## src/rtl/codec_i2s_intf_if.sv

```systemverilog
// Bundle of the codec-side I2S pins and the equalizer-core sample bus.
//   master : the I2S boundary stage (drives codec clocks, reset, DAC data and
//            the captured ADC samples; receives ADC data and core samples)
//   slave  : codec + core side (drives SDout, lft_out, rht_out)
// Signals:
//   SDout          serial ADC data from codec
//   lft_out/rht_out 16-bit samples from core, to DAC
//   MCLK/SCLK/LRCLK codec master, bit and word-select clocks
//   RSTn           codec reset, active low
//   SDin           serial DAC data to codec
//   lft_in/rht_in  captured ADC samples, valid = one-clk update strobe
interface codec_i2s_intf_if;
    logic        SDout;
    logic [15:0] lft_out;
    logic [15:0] rht_out;
    logic        MCLK;
    logic        SCLK;
    logic        LRCLK;
    logic        RSTn;
    logic        SDin;
    logic [15:0] lft_in;
    logic [15:0] rht_in;
    logic        valid;

    modport master (
        input  SDout, lft_out, rht_out,
        output MCLK, SCLK, LRCLK, RSTn, SDin, lft_in, rht_in, valid
    );

    modport slave (
        output SDout, lft_out, rht_out,
        input  MCLK, SCLK, LRCLK, RSTn, SDin, lft_in, rht_in, valid
    );
endinterface

```

## src/rtl/codec_i2s_intf.sv

```systemverilog
// I2S boundary stage between the audio codec and the equalizer core.
// A 10-bit free-running counter produces MCLK (clk/4), SCLK (clk/32) and
// LRCLK (clk/1024, 0 = left). 16-bit I2S words, one-bit delay, MSB first.
// ADC words are deserialized into lft_in/rht_in with a one-clk valid strobe;
// lft_out/rht_out are serialized onto SDin. The codec is held in reset for
// one frame, then one partial frame is discarded before valid starts.
// Ports:
//   clk  system clock
//   rst  asynchronous active-high reset
//   bus  codec_i2s_intf_if.master (codec pins + core sample bus)
//
// state     | meaning
// ----------+-----------------------------------------------------------
// RST_CODEC | codec held in reset (RSTn = 0) for the first counter pass
// SYNC      | codec released, waiting out the partial first frame
// RUN       | normal operation, valid strobes once per frame
module codec_i2s_intf (
    input  logic             clk,
    input  logic             rst,
    codec_i2s_intf_if.master bus
);

    typedef enum logic [1:0] {
        RST_CODEC = 2'd0,
        SYNC      = 2'd1,
        RUN       = 2'd2
    } state_t;

    state_t      state_q, state_d;
    logic [9:0]  cnt_q, cnt_d;
    logic        rstn_q, rstn_d;
    logic        valid_q, valid_d;
    logic [15:0] rx_shft_q, rx_shft_d;
    logic [15:0] lft_hold_q, lft_hold_d;
    logic [15:0] lft_in_q, lft_in_d;
    logic [15:0] rht_in_q, rht_in_d;
    logic [15:0] tx_shft_q, tx_shft_d;
    logic [15:0] rht_hold_q, rht_hold_d;

    logic        sclk_rise;
    logic        sclk_fall;
    logic [15:0] rx_word;

    always_ff @(posedge clk or posedge rst) begin
        if (rst) begin
            state_q    <= RST_CODEC;
            cnt_q      <= '0;
            rstn_q     <= 1'b0;
            valid_q    <= 1'b0;
            rx_shft_q  <= '0;
            lft_hold_q <= '0;
            lft_in_q   <= '0;
            rht_in_q   <= '0;
            tx_shft_q  <= '0;
            rht_hold_q <= '0;
        end else begin
            state_q    <= state_d;
            cnt_q      <= cnt_d;
            rstn_q     <= rstn_d;
            valid_q    <= valid_d;
            rx_shft_q  <= rx_shft_d;
            lft_hold_q <= lft_hold_d;
            lft_in_q   <= lft_in_d;
            rht_in_q   <= rht_in_d;
            tx_shft_q  <= tx_shft_d;
            rht_hold_q <= rht_hold_d;
        end
    end

    always_comb begin
        cnt_d      = cnt_q + 10'd1;
        state_d    = state_q;
        valid_d    = 1'b0;
        rx_shft_d  = rx_shft_q;
        lft_hold_d = lft_hold_q;
        lft_in_d   = lft_in_q;
        rht_in_d   = rht_in_q;
        tx_shft_d  = tx_shft_q;
        rht_hold_d = rht_hold_q;

        // Decodes fire in the cycle before SCLK changes, so the effect lands
        // exactly on the SCLK edge.
        sclk_rise = (cnt_q[4:0] == 5'h0F);
        sclk_fall = (cnt_q[4:0] == 5'h1F);
        rx_word   = {rx_shft_q[14:0], bus.SDout};

        case (state_q)
            RST_CODEC: if (cnt_q == 10'h3FF) state_d = SYNC;
            SYNC:      if (cnt_q == 10'h00F) state_d = RUN;
            RUN:       state_d = RUN;
            default:   state_d = RST_CODEC;
        endcase

        // Registered so the codec reset pin never glitches on state changes.
        rstn_d  = (state_d != RST_CODEC);
        // The SYNC->RUN transition cycle is excluded: that frame is partial.
        valid_d = (state_q == RUN) && (cnt_q == 10'h00F);

        if (sclk_rise) begin
            rx_shft_d = rx_word;
            if (cnt_q == 10'h20F) begin
                lft_hold_d = rx_word;
            end
            if (cnt_q == 10'h00F) begin
                rht_in_d = rx_word;
                lft_in_d = lft_hold_q;
            end
        end

        if (sclk_fall) begin
            if (cnt_q == 10'h01F) begin
                // Both channels sampled together so the DAC pair is coherent.
                tx_shft_d  = bus.lft_out;
                rht_hold_d = bus.rht_out;
            end else if (cnt_q == 10'h21F) begin
                tx_shft_d = rht_hold_q;
            end else begin
                tx_shft_d = {tx_shft_q[14:0], 1'b0};
            end
        end
    end

    assign bus.MCLK   = cnt_q[1];
    assign bus.SCLK   = cnt_q[4];
    assign bus.LRCLK  = cnt_q[9];
    assign bus.RSTn   = rstn_q;
    assign bus.SDin   = tx_shft_q[15];
    assign bus.lft_in = lft_in_q;
    assign bus.rht_in = rht_in_q;
    assign bus.valid  = valid_q;

endmodule

```

## src/flat_wrapper.sv

```systemverilog
// flat-port wrapper written by rule: the top's interface ports become plain ports
module codec_i2s_intf_flat 
  (clk, rst, bus_SDout, bus_lft_out, bus_rht_out, bus_MCLK, bus_SCLK, bus_LRCLK, bus_RSTn, bus_SDin, bus_lft_in, bus_rht_in, bus_valid);
  codec_i2s_intf_if bus_i ();
  input  logic clk;
  input  logic rst;
  input wire logic [$bits(bus_i.SDout)-1:0] bus_SDout;
  input wire logic [$bits(bus_i.lft_out)-1:0] bus_lft_out;
  input wire logic [$bits(bus_i.rht_out)-1:0] bus_rht_out;
  output wire logic [$bits(bus_i.MCLK)-1:0] bus_MCLK;
  output wire logic [$bits(bus_i.SCLK)-1:0] bus_SCLK;
  output wire logic [$bits(bus_i.LRCLK)-1:0] bus_LRCLK;
  output wire logic [$bits(bus_i.RSTn)-1:0] bus_RSTn;
  output wire logic [$bits(bus_i.SDin)-1:0] bus_SDin;
  output wire logic [$bits(bus_i.lft_in)-1:0] bus_lft_in;
  output wire logic [$bits(bus_i.rht_in)-1:0] bus_rht_in;
  output wire logic [$bits(bus_i.valid)-1:0] bus_valid;
  assign bus_i.SDout = bus_SDout;
  assign bus_i.lft_out = bus_lft_out;
  assign bus_i.rht_out = bus_rht_out;
  assign bus_MCLK = bus_i.MCLK;
  assign bus_SCLK = bus_i.SCLK;
  assign bus_LRCLK = bus_i.LRCLK;
  assign bus_RSTn = bus_i.RSTn;
  assign bus_SDin = bus_i.SDin;
  assign bus_lft_in = bus_i.lft_in;
  assign bus_rht_in = bus_i.rht_in;
  assign bus_valid = bus_i.valid;
  codec_i2s_intf u_core (.clk(clk), .rst(rst), .bus(bus_i));
endmodule
```

## config.mk

```make
export PLATFORM = sky130hd
export DESIGN_NAME = codec_i2s_intf_flat
export DESIGN_NICKNAME = d
export VERILOG_FILES = /design/src/rtl/codec_i2s_intf_if.sv /design/src/rtl/codec_i2s_intf.sv /design/src/flat_wrapper.sv
export SDC_FILE = /design/constraint.sdc
export NUM_CORES = 1
export LEC_CHECK = 0
export ABC_CLOCK_PERIOD_IN_PS = 4100
export CAP_MARGIN = 20
export CORE_ASPECT_RATIO = 2
export CORE_UTILIZATION = 50
export CTS_CLUSTER_SIZE = 20
export DETAILED_ROUTE_END_ITERATION = 16
export PLACE_DENSITY = 0.75
export SYNTH_ARGS = -nofsm -noshare
export SYNTH_HDL_FRONTEND = slang
export SYNTH_SLANG_ARGS = --single-unit
```

## constraint.sdc

```tcl
create_clock -name clk -period 4.1 [get_ports clk]
set_clock_uncertainty 0.05 [all_clocks]
set_input_delay 0.615 -clock clk [delete_from_list [all_inputs] [get_ports clk]]
set_output_delay 0.615 -clock clk [all_outputs]
set_load 0.01 [all_outputs]
```

==> flow_summary.toml <==
[die]
die_h_um = 136
start_util_pct = 51.7
core_area_sq_um = 8710
num_io_pins = 73
die-width_um = 69.1
die-area_sq_um = 9420
num_rows = 48

[cells_and_area]
mostFrequentLayoutCells = "dfrtp_1 (109), clkdlybuf4s50_1 (72), mux2_2 (71)"
drive_gt1_share_pct = 26.9
n_antenna_cell = 0
finalNetCount = 433
final_common_cell = "dfrtp_1"
syn_to_final_growth_pct = 23.5
postLayoutCoreUtil_pct = 63.9

[setup_path]
start_kind = "flop"
critPathCaptureType = "flop"
cp_max_fo = 19
crit_family = "simple AND/OR/NAND/NOR gates"
max_stage_delay_ns = 0.72
critical_path_arrival_ns = 2.64
cp_slowest_cell = "nor3_4"
cp_num_buf_inv = 0
required_ns = 4.27
crit_type = "flop to flop"
path_cells = "or4_4 > nor3_4 > mux2_2"

[synthesis]
synth.distinct_cells = 35
synthAdderAreaFrac_pct = 0.278
async_reset_ff_share_pct = 100
synth_compound_area_share_pct = 5.67
synth_edf_count = 0
synthCells = 328
synth_top_family_by_area = "multiplexers"
netlist_area_sq_um = 4510
muxShareOfSynthArea_pct = 20.6
synth-simple-area-share_pct = 8.61
synth-xor-area-share_pct = 1.36
ys_seq_area_share_pct = 60.5
synth_ff_type = "dfrtp_1"
synth_seq_cells = 109
synth_nets = 364
yosysWarnings = 0
synth_area_per_cell_sq_um = 13.7

[timing]
finalCriticalPeriod_ns = 2.47
rsz0062_at_grt = "false"
tightest_slew_ns = 0.895
fin_hold_ws_ns = 0.404
maxSlewViolCount = 0
fmax_mhz = 406
setup_violations = 0
hold_violations = 0
slew-limit-headroom_pct = 40.1
fin_crit_sh_pct = 60.1
finalSetupTns_ns = 0

[run]
maxCapViolations = 0

[clock_network]
cts_buffers = 9
cts_tree = "done"
cts_max_level = 3
postCtsHoldBufs = 0
clock_latency_ns = 0.34
cts_resized = 0
cts.sinks = 109
post_cts_buffers = 0
cts_buffer_depth = 2
path_clk_slew_ns = 0.07
cts_root_buf = "clkbuf_16"

[global_route]
grt_pass1_vias = 2963
globalRouteOverflowTotal = 0
grt_max_degree = 69
antenna_found_initial = 0
grt_usage_pct = 19.3
grt_pass1_wl_mm = 14.2

[outcome]
outcome = "finished, final reports clean"

[routing]
wl_mm = 8.28
drc = 0
viasPerCell = 5.43
route.detailed.wl_per_inst_um = 16.5
first_pass_iters = 4
drtAntennaViolNets = 0
vias = 2728
drt_iter0_markers = 156

[hold_path]
hold_class = "flop to flop"

[pwr]
p_total_uw = 1980
p_per_area_nw_per_um2 = 357
power_leakage_uw = 0.00255
vdd_drop_max_mv = 0.287

[place]
port_buffers = 72
dpl.hpwl_mm = 5.75
routabilityCongestion = 0.736
-- report_power, final --
| part | internal (uW) | switching (uW) | total (uW) | leakage [uW] |
|---|---|---|---|---|
| Clock | 426 | 365 | 790 | 0.000134 |
| Combinational | 50.6 | 37.9 | 88.5 | 0.00100 |
| Sequential | 1090 | 10.9 | 1110 | 0.00142 |
| Total | 1570 | 413 | 1980 | 0.00255 |
-- worst register-to-register path, cell delays in order, from the launching register on --
cell	delay, ns
dfrtp_1	0.46
or4_4	0.70
nor3_4	0.72
mux2_2	0.42
-- cell type report --
cell class | instances | area (sq um)
inverter | 2 | 10.0
multi-input combinational | 196 | 1650
tap | 100 | 125
clock inverter | 6 | 38.8
fill | 684 | 3140
clock buffer | 10 | 239
sequential | 109 | 2730
timing repair buffer | 79 | 773
-- cell families (layout without fill, tap and decap cells) --
logic type,count (synthesis),in the layout
flops,109,109
mux,80,80
simple gates,73,73
compound gates,35,35
buf+inv,23,97
xor+xnor,7,7
fa+ha+maj,1,1
-- layer usage --
layer / global-route usage [%] / wire length, um / vias to the layer above
met5: 0 / 0 / -
met4: 7.82 / 138 / 0
met3: 4.52 / 400 / 12
met2: 33.9 / 4350 / 55
met1: 22.5 / 3400 / 1366
li1: - / - / 1295
-- path summary, 6_finish.rpt --
path                                 start                    to  slack [ns]  depth (start not counted)
max                        u_core.cnt_q[5]  u_core.rht_hold_q[6]        1.63                          3
min                        u_core.cnt_q[0]       u_core.cnt_q[0]        0.40                          1
max reg2reg                u_core.cnt_q[5]  u_core.rht_hold_q[6]        1.63                          3
min reg2reg                u_core.cnt_q[0]       u_core.cnt_q[0]        0.40                          1
max in group asynchronous              rst  u_core.tx_shft_q[14]        2.46                          3
min in group asynchronous              rst   u_core.rx_shft_q[2]        0.75                          2
-- sequential cells by signal, indices dropped and copies added, names as in the netlist, 2 cells and up --
register,cells
u_core.bus.rht_in,16
u_core.tx_shft_q,16
u_core.lft_hold_q,16
u_core.rx_shft_q,15
u_core.rht_hold_q,16
u_core.cnt_q,10
u_core.state_q,2
u_core.bus.lft_in,16
-- cell usage after synthesis, types with 2 or more instances --
library cell	count	area [sq um]
nand3_1	4	20.0
xor2_1	4	35.0
buf_2	2	10.0
buf_6	3	33.8
xnor2_1	3	26.3
nand4_1	2	12.5
nand2_1	21	78.8
nor2b_1	15	93.8
inv_1	2	7.51
a211oi_1	15	113
mux2_4	8	120
mux2_2	71	800
dfrtp_1	109	2730
o31ai_1	16	120
nor3_1	2	10.0
and4_1	2	17.5
clkbuf_1	14	52.6
nand2b_1	2	12.5
nor2_1	17	63.8
-- per-stage QoR --
| stage | cells | setup slack, ns | instance area [sq um] |
|---|---|---|---|
| 3_5_place_dp | 486 | 1.62 | 5290 |
| 2_1_floorplan | 328 | 0.561 | 4510 |
| 5_1_grt | 502 | 1.51 | 5570 |
| 4_1_cts | 502 | 1.64 | 5570 |
| 3_3_place_gp | 486 | 1.72 | 5290 |
| 6_report | 502 | 1.63 | 5570 |
Power figures use the tool's default switching activity.
